<file path="config.mk">
export PLATFORM = sky130hd
export DESIGN_NAME = noc_packetizer_flat
export DESIGN_NICKNAME = d
export VERILOG_FILES = /design/src/rtl/noc_packetizer_if.sv /design/src/rtl/noc_packetizer.sv /design/src/flat_wrapper.sv
export SDC_FILE = /design/constraint.sdc
export NUM_CORES = 1
export LEC_CHECK = 0
export BUFFER_PORTS_ARGS = -buffer_cell sky130_fd_sc_hd__buf_2
export CAP_MARGIN = 20
export CORE_MARGIN = 8
export CORE_UTILIZATION = 51
export CTS_BUF_LIST = sky130_fd_sc_hd__clkbuf_2 sky130_fd_sc_hd__clkbuf_4 sky130_fd_sc_hd__clkbuf_8
export DETAILED_ROUTE_END_ITERATION = 8
export PLACE_DENSITY_LB_ADDON = 0.3
export SLEW_MARGIN = 5
export SYNTH_ARGS = -nofsm -noshare
export SYNTH_HDL_FRONTEND = slang
export SYNTH_SLANG_ARGS = --single-unit
</file>
<file path="constraint.sdc">
create_clock -name noc_clk -period 2.1 [get_ports noc_clk]
set_input_delay 0 -clock noc_clk [delete_from_list [all_inputs] [get_ports noc_clk]]
set_output_delay 0 -clock noc_clk [all_outputs]
set_load 0.02 [all_outputs]
</file>
<file path="src/rtl/noc_packetizer_if.sv">
// Request, payload and flit-output handshake bundle for noc_packetizer.
// The packetizer itself connects through the slave modport.
interface noc_packetizer_if #(
  parameter int COORD_W = 4,
  parameter int LEN_W   = 4,
  parameter int FLIT_W  = 32
);
  logic               req_valid;
  logic               req_ready;
  logic [COORD_W-1:0] req_dst_x;
  logic [COORD_W-1:0] req_dst_y;
  logic [LEN_W-1:0]   req_len;
  logic               pay_valid;
  logic               pay_ready;
  logic [FLIT_W-1:0]  pay_data;
  logic               flit_valid;
  logic               flit_ready;
  logic [1:0]         flit_type;
  logic [FLIT_W-1:0]  flit_data;

  modport slave (
    input  req_valid, req_dst_x, req_dst_y, req_len, pay_valid, pay_data, flit_ready,
    output req_ready, pay_ready, flit_valid, flit_type, flit_data
  );

  modport master (
    output req_valid, req_dst_x, req_dst_y, req_len, pay_valid, pay_data, flit_ready,
    input  req_ready, pay_ready, flit_valid, flit_type, flit_data
  );
endinterface

</file>
<file path="src/rtl/noc_packetizer.sv">
// Builds NoC packets: one head flit carrying routing info, then req_len payload
// flits, driven from a single output register onto the fabric local port.
module noc_packetizer #(
  parameter int X_ID    = 0,
  parameter int Y_ID    = 0,
  parameter int COORD_W = 4,
  parameter int LEN_W   = 4,
  parameter int FLIT_W  = 32
) (
  input  logic               noc_clk,
  input  logic               noc_rst,
  noc_packetizer_if.slave    bus,
  output logic               busy,
  output logic [15:0]        pkt_cnt
);

  typedef enum logic [1:0] {
    IDLE = 2'd0,
    HEAD = 2'd1,
    BODY = 2'd2
  } state_t;

  localparam logic [1:0] T_BODY      = 2'b00;
  localparam logic [1:0] T_HEAD      = 2'b01;
  localparam logic [1:0] T_TAIL      = 2'b10;
  localparam logic [1:0] T_HEAD_TAIL = 2'b11;

  state_t              state_q, state_d;
  logic [LEN_W-1:0]    rem_q, rem_d;
  logic [7:0]          pkt_id_q, pkt_id_d;
  logic [15:0]         pkt_cnt_q, pkt_cnt_d;
  logic                flit_valid_q, flit_valid_d;
  logic [1:0]          flit_type_q, flit_type_d;
  logic [FLIT_W-1:0]   flit_data_q, flit_data_d;

  logic                flit_acc;
  logic                pay_hs;
  logic [FLIT_W-1:0]   head_data;

  always_comb begin
    head_data = '0;
    head_data[0*COORD_W +: COORD_W]    = bus.req_dst_x;
    head_data[1*COORD_W +: COORD_W]    = bus.req_dst_y;
    head_data[2*COORD_W +: COORD_W]    = COORD_W'(X_ID);
    head_data[3*COORD_W +: COORD_W]    = COORD_W'(Y_ID);
    head_data[4*COORD_W +: LEN_W]      = bus.req_len;
    head_data[4*COORD_W + LEN_W +: 8]  = pkt_id_q;
  end

  assign flit_acc      = flit_valid_q && bus.flit_ready;
  assign bus.pay_ready = (state_q != IDLE) && (rem_q != '0) && (!flit_valid_q || bus.flit_ready);
  assign pay_hs        = bus.pay_valid && bus.pay_ready;

  always_comb begin
    state_d      = state_q;
    rem_d        = rem_q;
    pkt_id_d     = pkt_id_q;
    pkt_cnt_d    = pkt_cnt_q;
    flit_valid_d = flit_valid_q;
    flit_type_d  = flit_type_q;
    flit_data_d  = flit_data_q;

    if (state_q == IDLE) begin
      if (bus.req_valid) begin
        flit_valid_d = 1'b1;
        flit_data_d  = head_data;
        flit_type_d  = (bus.req_len == '0) ? T_HEAD_TAIL : T_HEAD;
        rem_d        = bus.req_len;
        state_d      = HEAD;
      end
    end else begin
      // A payload word may replace the flit leaving this cycle; otherwise the
      // register empties so nothing is sent twice.
      if (pay_hs) begin
        flit_valid_d = 1'b1;
        flit_data_d  = bus.pay_data;
        flit_type_d  = (rem_q == LEN_W'(1)) ? T_TAIL : T_BODY;
        rem_d        = rem_q - LEN_W'(1);
      end else if (flit_acc) begin
        flit_valid_d = 1'b0;
      end

      if (flit_acc) begin
        if (flit_type_q[1]) begin
          state_d   = IDLE;
          pkt_id_d  = pkt_id_q + 8'd1;
          pkt_cnt_d = pkt_cnt_q + 16'd1;
        end else if (state_q == HEAD) begin
          state_d = BODY;
        end
      end
    end
  end

  always_ff @(posedge noc_clk) begin
    if (noc_rst) begin
      state_q      <= IDLE;
      rem_q        <= '0;
      pkt_id_q     <= '0;
      pkt_cnt_q    <= '0;
      flit_valid_q <= 1'b0;
      flit_type_q  <= T_BODY;
      flit_data_q  <= '0;
    end else begin
      state_q      <= state_d;
      rem_q        <= rem_d;
      pkt_id_q     <= pkt_id_d;
      pkt_cnt_q    <= pkt_cnt_d;
      flit_valid_q <= flit_valid_d;
      flit_type_q  <= flit_type_d;
      flit_data_q  <= flit_data_d;
    end
  end

  assign bus.req_ready  = (state_q == IDLE);
  assign bus.flit_valid = flit_valid_q;
  assign bus.flit_type  = flit_type_q;
  assign bus.flit_data  = flit_data_q;
  assign busy           = (state_q != IDLE);
  assign pkt_cnt        = pkt_cnt_q;

endmodule

</file>
<file path="src/flat_wrapper.sv">
// flat-port wrapper written by rule: the top's interface ports become plain ports
module noc_packetizer_flat 
#(
  parameter int X_ID    = 0,
  parameter int Y_ID    = 0,
  parameter int COORD_W = 4,
  parameter int LEN_W   = 4,
  parameter int FLIT_W  = 32
)
  (noc_clk, noc_rst, busy, pkt_cnt, bus_req_valid, bus_req_dst_x, bus_req_dst_y, bus_req_len, bus_pay_valid, bus_pay_data, bus_flit_ready, bus_req_ready, bus_pay_ready, bus_flit_valid, bus_flit_type, bus_flit_data);
  noc_packetizer_if #(.COORD_W(COORD_W), .LEN_W(LEN_W), .FLIT_W(FLIT_W)) bus_i ();
  input  logic noc_clk;
  input  logic noc_rst;
  output logic busy;
  output logic [15:0] pkt_cnt;
  input wire logic [$bits(bus_i.req_valid)-1:0] bus_req_valid;
  input wire logic [$bits(bus_i.req_dst_x)-1:0] bus_req_dst_x;
  input wire logic [$bits(bus_i.req_dst_y)-1:0] bus_req_dst_y;
  input wire logic [$bits(bus_i.req_len)-1:0] bus_req_len;
  input wire logic [$bits(bus_i.pay_valid)-1:0] bus_pay_valid;
  input wire logic [$bits(bus_i.pay_data)-1:0] bus_pay_data;
  input wire logic [$bits(bus_i.flit_ready)-1:0] bus_flit_ready;
  output wire logic [$bits(bus_i.req_ready)-1:0] bus_req_ready;
  output wire logic [$bits(bus_i.pay_ready)-1:0] bus_pay_ready;
  output wire logic [$bits(bus_i.flit_valid)-1:0] bus_flit_valid;
  output wire logic [$bits(bus_i.flit_type)-1:0] bus_flit_type;
  output wire logic [$bits(bus_i.flit_data)-1:0] bus_flit_data;
  assign bus_i.req_valid = bus_req_valid;
  assign bus_i.req_dst_x = bus_req_dst_x;
  assign bus_i.req_dst_y = bus_req_dst_y;
  assign bus_i.req_len = bus_req_len;
  assign bus_i.pay_valid = bus_pay_valid;
  assign bus_i.pay_data = bus_pay_data;
  assign bus_i.flit_ready = bus_flit_ready;
  assign bus_req_ready = bus_i.req_ready;
  assign bus_pay_ready = bus_i.pay_ready;
  assign bus_flit_valid = bus_i.flit_valid;
  assign bus_flit_type = bus_i.flit_type;
  assign bus_flit_data = bus_i.flit_data;
  noc_packetizer #(.X_ID(X_ID), .Y_ID(Y_ID), .COORD_W(COORD_W), .LEN_W(LEN_W), .FLIT_W(FLIT_W)) u_core (.noc_clk(noc_clk), .noc_rst(noc_rst), .bus(bus_i), .busy(busy), .pkt_cnt(pkt_cnt));
endmodule
</file>
==> results of run 1 <==
## final cells by class
type	instances	area (sq um)	share of cell area, %
Multi-Input combinational cell	228	1380	34.4
Sequential cell	65	1300	32.5
Timing Repair Buffer	154	1020	25.6
Clock buffer	9	124	3.10
Tap cell	72	90.1	2.25
Clock inverter	6	60.1	1.50
Inverter	6	22.5	0.563
Antenna cell	1	2.50	0.0626
## power by group through the flow
| stage | logic (uW) | clock network [uW] | registers (uW) |
|---|---|---|---|
| after floorplan | 258 | 0 | 1450 |
| after global placement | 479 | 0 | 1370 |
| after detailed placement | 488 | 0 | 1380 |
| after CTS | 556 | 1030 | 1350 |
| after global routing | 621 | 1100 | 1360 |
| final | 565 | 1010 | 1350 |
## metal layers
metal  vias up  share of wire, %  global-route usage (%)
met3        21               5.0                    5.90
li1       1429                 -                       -
met4         0               2.9                    10.4
met5         -                 0                       0
met1      1393                42                    22.0
met2        75                50                    33.6
## per-stage QoR
| step | hold slack [ns] | std cells | setup WS [ns] | area [sq um] |
|---|---|---|---|---|
| after CTS | 0.0669 | 540 | 0.0115 | 3990 |
| after global routing | 0.0998 | 541 | -0.0000480 | 4000 |
| final | 0.0785 | 541 | 0.124 | 4000 |
| after floorplan | 0.119 | 320 | 0.314 | 2820 |
| after detailed placement | 0.214 | 479 | 0.0215 | 3340 |
| after global placement | 0.210 | 479 | 0.129 | 3340 |
## state kept, by name, summed over array words and instances (netlist names)
name and cells:
u_core.bus.flit_data 32, u_core.bus.flit_type 2, u_core.bus.flit_valid 1, u_core.pkt_cnt 16
u_core.pkt_id_q 8, u_core.rem_q 4, u_core.state_q 2
## layout by cell type, fill, tap and decap left out, types with 4 or more instances in the layout
| cell type | n |
|---|---|
| buf_2 | 102 |
| dfxtp_1 | 65 |
| nand2_1 | 53 |
| dlygate4sd3_1 | 46 |
| nor2_1 | 43 |
| a311oi_1 | 21 |
| xor2_1 | 13 |
| a22o_1 | 12 |
| a21oi_1 | 10 |
| clkbuf_8 | 9 |
| nand3_1 | 8 |
| nand4_1 | 7 |
| o21ai_0 | 6 |
| inv_1 | 5 |
| and3_1 | 5 |
| or4_1 | 5 |
| o31ai_1 | 4 |
| ha_1 | 4 |
| buf_4 | 4 |
## logic make-up after synthesis
kind of cell               count (synthesis)
and+or+nand+nor                          142
adders and majority gates                  4
xor gates and xnor gates                  15
buffers and inverters                     27
AOI/OAI and AO/OA                         63
muxes                                      4
DFF                                       65
## what timing repair did
action | in CTS | in global routing
gates resized for setup | 0 | 4
setup endpoints to repair | 0 | 16
hold buffers | 46 | 0
hold endpoints to repair | 35 | 0
## worst max path at each step
stage                            startpoint                        to  slack, ns  cells after the start
final                     u_core.state_q[1]           u_core.rem_q[3]       0.12                      6
after global routing        u_core.rem_q[0]  u_core.bus.flit_data[10]   -0.00005                      6
after CTS                   u_core.rem_q[0]  u_core.bus.flit_data[15]       0.01                      6
after detailed placement    u_core.rem_q[0]  u_core.bus.flit_data[28]       0.02                      6
after global placement      u_core.rem_q[0]   u_core.bus.flit_data[9]       0.13                      6
after floorplan           u_core.pkt_cnt[3]        u_core.pkt_cnt[15]       0.31                      5
## worst reg2reg max path: stages (launching register included)
cell,delay [ns]
dfxtp_1,0.36
or2_2,0.41
clkinv_1,0.12
buf_6,0.18
nand3_1,0.09
dlygate4sd3_1,0.56
a31oi_1,0.18
==> impl_metrics.toml, run 1 <==
[run_status]
status = "finished clean"

[synth]
yosysTopAreaCellShare_pct = 46.2
synth_common_cells = "65 x dfxtp_1, 53 x nand2_1, 44 x nor2_1"
yosys-top-cells-area = "dfxtp_1 46%, nand2_1 7.1%, a311oi_1 6.5%, nor2_1 5.9%, xor2_1 4.0%"
ys.flop_type = "dfxtp_1"
synth_nets = 373
post-synth-top-count-cell = "dfxtp_1"
synth_warnings = 0
ys_seq_elements = 65
yosys.area_share.simple_pct = 23.6
synthXorXnorAreaFrac_pct = 4.66
synth_async_sr_flop_share_pct = 0
synth_edf_count = 0
synthMuxAreaShare_pct = 1.46
synthCells = 320
yosysTopAreaCell = "dfxtp_1"
postSynthAreaPerCell_sq_um = 8.81
ys_seq_area_share_pct = 46.2
synthAdderAreaFrac_pct = 1.78
synth_area_sq_mm = 0.00282
synth_compound_area_share_pct = 17.2
yosysUniqueCellTypes = 43
synth_top_family_by_area = "simple AND/OR/NAND/NOR gates"

[worst_setup_path]
cp_num_buf_inv = 3
crit_family = "buffers and inverters"
rr_worst_depth = 6
cpPeakStageDelay_ns = 0.56
timing.rr.end = "u_core.rem_q[3]"
critPathArrivalTime_ns = 2.23
cp-end-kind = "register"
critPathMaxFanout = 19
crit_chain = "or2_2 -> clkinv_1 -> buf_6 -> nand3_1 -> dlygate4sd3_1 -> a31oi_1"
ff2ff_setup_slack_ns = 0.12
startpoint_type = "register"
required_ns = 2.36
cp_slowest_cell = "dlygate4sd3_1"
path_class = "reg2reg"
reg2reg_from = "u_core.state_q[1]"

[floorplanning]
die_w_um = 90.3
rows = 27
start_util_pct = 51.8
fp.coreArea_sq_mm = 0.00544
fp.dieH_um = 90.3
die_area_sq_mm = 0.00816
ios = 103

[place]
gp_congestion = 0.787
dp_hpwl_um = 5140
port_buffers = 102

[min_path]
holdPathStages = 4
hp-start = "bus_req_valid"
min_path_type = "in2reg"
min_to = "u_core.rem_q[0]"

[power]
pwr-share-seq_pct = 46.2
p_sw_share_pct = 28.9
ir_drop_mv = 0.543
power.total_uw = 2920
powerDensity_mw_per_mm2 = 731
p_clk_share_pct = 34.5
p_int_uw = 2080
p_sw_uw = 846
cellLeakagePower_uw = 0.00181
combPwrFrac_pct = 19.3

[final_layout]
drive_gt1_share_pct = 28.0
postLayoutCoreUtil_pct = 73.5
area.growth.synth_to_final_pct = 41.9
nets = 517
n_fill_cell = 421

[sta]
tns_ns = 0
drv_slew = 0
setup_viol = 0
hold_viol_final = 0
fmax_mhz = 506
fin_crit_sh_pct = 94.1
worst_pin_slew_ns = 0.490
fin_skew_ns = 0.0113
fin_crit_ns = 1.98
slew_headroom_pct = 67.3

[drt]
viasPerCell = 5.39
dr_total_vias = 2918
ant_nets = 0
drc = 0
wl_um = 8100
first_pass_iters = 4
route.detailed.wl_per_inst_um = 15.0
drt_iter0_markers = 154

[clock_tree]
htreeDepth = 3
insertion_delay_ns = 0.34
cts_tree = "yes"
clk_path_buf_depth = 2
cts-root-buf = "clkbuf_8"
cts_setup_buffers = 0
cts_buffers = 9
cts.clk_slew.worst_paths_ns = 0.07
cts_sinks = 65

[grt]
grt_pass1_vias = 2855
grt_pass1_wl_um = 13600
grtUsageTotal_pct = 19.8
grt_max_degree = 45
grt_overflow = 0
antenna_found_initial = 1

[flow_run]
max_cap_viol_count = 0
(Power assumes the default switching activity.)
==> run 2, diff against run 1 <==
- ABC_AREA: not set -> 1
- CAP_MARGIN: 20 -> not set
- CORE_UTILIZATION: 51 -> 53
==> run 2 against run 1 <==
Synthesized cell count increased by 50%; core utilization decreased by 2.1 points; via count increased by 19%; power increased by 1.5%; clock skew increased by 0.0022 ns.
==> impl_metrics.toml, run 2 <==
[run_status]
status = "finished clean"

[sta]
slew_headroom_pct = 70.1
fmax_mhz = 531
rsz0062_at_grt = "false"
drv_slew = 0
layout_setup_ws_ns = 0.217
hold_viol_final = 0
fin_crit_ns = 1.88
fin_skew_ns = 0.0134
tns_ns = 0
worst_pin_slew_ns = 0.448
setup_viol = 0
fin_crit_sh_pct = 89.6

[floorplanning]
rows = 28
ios = 103
die_w_um = 94.1
fp.dieH_um = 94.1
fp.coreArea_sq_mm = 0.00592
die_area_sq_mm = 0.00886
start_util_pct = 54.6

[clock_tree]
cts_setup_buffers = 0
cts_buffers = 9
cts.clk_slew.worst_paths_ns = 0.07
cts_tree = "yes"
cts_resized = 0
clk_path_buf_depth = 2
cts_sinks = 65
insertion_delay_ns = 0.34
cts-root-buf = "clkbuf_8"
cts_hold_buf = 31
htreeDepth = 3

[synth]
synth_area_sq_mm = 0.00324
synth_warnings = 0
synth_common_cells = "113 x nand2_1, 93 x nor2_1, 65 x dfxtp_1"
synthCells = 479
postSynthAreaPerCell_sq_um = 6.75
synth_async_sr_flop_share_pct = 0
ys_seq_area_share_pct = 40.2
synth_edf_count = 0
yosysUniqueCellTypes = 28
ys.flop_type = "dfxtp_1"
yosys-top-cells-area = "dfxtp_1 40%, nand2_1 13%, nor2_1 11%, nand3_1 6.7%, o21ai_0 5.6%"
ys_seq_elements = 65
synth_nets = 532
yosysTopAreaCellShare_pct = 40.2
post-synth-top-count-cell = "nand2_1"
yosysTopAreaCell = "dfxtp_1"

[power]
powerDensity_mw_per_mm2 = 701
cellLeakagePower_uw = 0.00205
ir_drop_mv = 0.585

[final_layout]
final_cell_mix = "113 x nand2_1, 102 x buf_2, 93 x nor2_1"
area.growth.synth_to_final_pct = 30.7
final_common_cell = "nand2_1"
n_fill_cell = 483
drive_gt1_share_pct = 23.1
largest_reg_flops = 32
nets = 658

[grt]
grtUsageTotal_pct = 20.3
grt_overflow = 0
antenna_found_initial = 0
grt_max_degree = 48
grt_pass1_vias = 3459
grt_pass1_wl_um = 14800

[drt]
ant_nets = 0
first_pass_iters = 5
drt_iter0_markers = 182
viasPerCell = 5.08
wl_um = 8980
dr_total_vias = 3484
route.detailed.wl_per_inst_um = 13.1
drc = 0

[place]
dp_hpwl_um = 6020
gp_congestion = 0.830
dp_slack_ns = 0.270
port_buffers = 102

[worst_setup_path]
cp-end-kind = "primary output"
path_class = "reg2out"
startpoint_type = "register"
critPathArrivalTime_ns = 1.88
critPathMaxFanout = 29
required_ns = 2.10

[min_path]
min_path_type = "in2reg"

[flow_run]
max_cap_viol_count = 0
## run 2: cell types whose count changed after synthesis, sizes merged, moves of 7 or more
| cell | delta |
|---|---|
| nand2 | +65 |
| nor2 | +54 |
| inv | +38 |
| o21ai | +37 |
| nand3 | +36 |
| a311oi | -21 |
| a21oi | +15 |
| xor2 | -13 |
| a22o | -12 |
| buf | +8 |
| and3 | -7 |
## run 2: per-layer routing
| metal | global-route usage [%] | wire (um) | up-vias |
|---|---|---|---|
| li1 | - | - | 1786 |
| met1 | 22.2 | 3800 | 1563 |
| met2 | 35.2 | 4370 | 118 |
| met3 | 6.00 | 616 | 17 |
| met4 | 9.25 | 194 | 0 |
| met5 | 0 | 0 | - |
## run 2: area by class of cell
| type | count | area [sq um] | area share [%] |
|---|---|---|---|
| clock inverter | 2 | 10.0 | 0.237 |
| multi-input combinational | 348 | 1620 | 38.2 |
| tap | 75 | 93.8 | 2.22 |
| clock buffer | 14 | 186 | 4.41 |
| antenna | 1 | 2.50 | 0.0592 |
| timing repair buffer | 138 | 858 | 20.3 |
| sequential | 65 | 1300 | 30.8 |
| inverter | 43 | 161 | 3.82 |
## run 2: worst paths after layout
check | startpoint | endpoint | slack (ns) | depth (start not counted)
worst max-delay path | u_core.state_q[0] | bus_pay_ready | 0.22 | 6
worst min-delay path | bus_pay_data[2] | u_core.bus.flit_data[2] | 0.003 | 5
worst max register to register | u_core.rem_q[0] | u_core.bus.flit_data[19] | 0.22 | 8
worst min register to register | u_core.bus.flit_data[10] | u_core.bus.flit_data[10] | 0.48 | 2
## run 2: logic make-up after synthesis
group	count (synthesis)	share of synthesized area (%)
compound gates	70	11.3
xor+xnor	1	0.271
fa+ha+maj	4	1.55
buf+inv	66	9.86
flops	65	40.2
simple gates	273	36.8
## run 2: critical path: stages, from the launching register on
cell	delay (ns)
dfxtp_1	0.41
inv_2	0.06
nand2_4	0.10
buf_4	0.30
nand2_2	0.11
a21oi_4	0.31
buf_2	0.24
## run 2: through the flow
stage	util (%)	std cells	power [uW]	hold slack, ns	instance area (sq um)
2_1_floorplan	-	479	1750	0.164	3240
3_3_place_gp	62.8	638	1890	0.275	3720
3_5_place_dp	62.8	638	1900	0.276	3720
4_1_cts	71.4	685	2980	0.00322	4230
5_1_grt	71.4	685	3130	0.0148	4230
6_report	71.4	686	2970	0.00277	4230
## run 2: report_power, final
group	switching (uW)	leakage [uW]	internal (uW)	total, uW
logic	366	0.00141	226	592
clock network	459	0.000106	567	1030
registers	46.6	0.000530	1300	1350
==> run 3, diff against run 2 <==
- CORE_UTILIZATION: 53 -> 51
- CTS_BUF_LIST: sky130_fd_sc_hd__clkbuf_2 sky130_fd_sc_hd__clkbuf_4 sky130_fd_sc_hd__clkbuf_8 -> not set
- clock period: 2.1 -> 1.8 ns (I/O delays scaled with it)
==> run 3 against run 2 <==
Cell area is 0.35% higher; wire length grew 5.7%; final cell count increased by 0.73%; setup slack got worse by 0.050 ns; largest cell class unchanged; highest routed layer unchanged.
==> impl_metrics.toml, run 3 (synthesis gave the netlist of run 2 again) <==
[floorplanning]
start_util_pct = 51.8
ios = 103
fp.coreArea_sq_mm = 0.00624
die_area_sq_mm = 0.00915
fp.dieH_um = 95.7
rows = 29
die_w_um = 95.7

[final_layout]
area.growth.synth_to_final_pct = 31.2
drive_gt1_share_pct = 22.8
final_common_cell = "nand2_1"
diodes = 0
nets = 662
final_cell_mix = "113 x nand2_1, 102 x buf_2, 93 x nor2_1"
fin_area_sq_mm = 0.00424
largest_reg_flops = 32

[worst_setup_path]
critPathArrivalTime_ns = 1.63
crit_cells = 4
critPathMaxFanout = 13
cp-end-kind = "primary output"
required_ns = 1.80
cp_slowest_cell = "dfxtp_1"
cp_num_buf_inv = 2
cpPeakStageDelay_ns = 0.36
startpoint_type = "register"
path_class = "reg2out"
crit_family = "flip-flops"
rr_worst_depth = 8
crit_chain = "inv_1 -> ha_1 -> a21oi_4 -> buf_2"

[power]
ir_drop_mv = 0.513
cellLeakagePower_uw = 0.00205
powerDensity_mw_per_mm2 = 796
power.total_uw = 3380

[drt]
route.detailed.wl_per_inst_um = 13.7
drt_iter0_markers = 252
drc = 0
dr_total_vias = 3527
wl_um = 9500
ant_nets = 0
first_pass_iters = 5
viasPerCell = 5.10

[sta]
rsz0062_at_grt = "false"
drv_slew = 0
worst_pin_slew_ns = 0.435
fmax_mhz = 612
hold_viol_final = 0
tns_ns = 0
fin_crit_sh_pct = 90.7
fin_skew_ns = 0.00906
fin_crit_ns = 1.63
slew_headroom_pct = 71.0
setup_viol = 0

[clock_tree]
cts_tree = "yes"
cts.clk_slew.worst_paths_ns = 0.07
htreeDepth = 3
insertion_delay_ns = 0.34
clk_path_buf_depth = 2
cts_setup_buffers = 0
cts_sinks = 65
cts-root-buf = "clkbuf_8"
cts_buffers = 9

[grt]
grt_overflow = 0
grt_pass1_vias = 3485
antenna_found_initial = 0
grt_pass1_wl_um = 15500
grtUsageTotal_pct = 21.0
grt_max_degree = 48

[flow_run]
max_cap_viol_count = 0

[place]
port_buffers = 102
gp_congestion = 0.859
dp_hpwl_um = 6230
placedInstanceArea_sq_mm = 0.00373

[run_status]
status = "finished clean"

[min_path]
min_path_type = "in2reg"
holdPathStages = 5
==> run 3: layout make-up <==
cell class / instances / area [sq um]
Fill cell: 550 / 2000
Multi-Input combinational cell: 348 / 1620
Sequential cell: 65 / 1300
Timing Repair Buffer: 142 / 896
Inverter: 43 / 161
Clock buffer: 13 / 159
Tap cell: 77 / 96.3
Clock inverter: 3 / 15.0
==> run 3: per-layer routing <==
metal / wire length [um] / part of all wire, % / track usage, %
met1: 3930 / 41 / 23.2
met2: 4620 / 49 / 36.3
met3: 657 / 6.9 / 5.35
met4: 292 / 3.1 / 11.0
met5: 0 / 0 / 0
==> run 3: timing repair <==
action / in CTS / in global routing
gates resized for setup: 0 / 0
hold buffers: 34 / 0
endpoints found under the hold margin: 28 / 0
==> run 3: through the flow <==
step / worst slack, ns / cells / hold WS, ns / util [%]
global placement: 0.331 / 641 / 0.273 / 59.8
finish: 0.167 / 691 / 0.00799 / 68.0
CTS: 0.162 / 691 / 0.000230 / 68.0
detailed placement: 0.234 / 641 / 0.279 / 59.8
floorplan: 0.358 / 479 / 0.164 / -
global route: 0.0688 / 691 / 0.0434 / 68.0
==> run 3: path summary, 6_finish.rpt <==
path	start	end	slack, ns
hold / removal	bus_req_dst_x[1]	u_core.bus.flit_data[1]	0.008
hold reg to reg	u_core.bus.flit_data[12]	u_core.bus.flit_data[12]	0.48
setup reg to reg	u_core.rem_q[0]	u_core.bus.flit_data[6]	0.24
setup / recovery	u_core.rem_q[0]	bus_pay_ready	0.17
==> run 3: tightest hold or removal path, delay by kind of cell <==
kind	cells	cell delay [ns]
simple gates	4	0.23
buf+inv	1	0.08
==> run 3: power breakdown <==
part           leakage [uW]  switching, uW  internal, uW  total [uW]
sequential         0.000530           56.8          1520        1580
clock             0.0000932            544           569        1110
combinational       0.00143            427           261         688
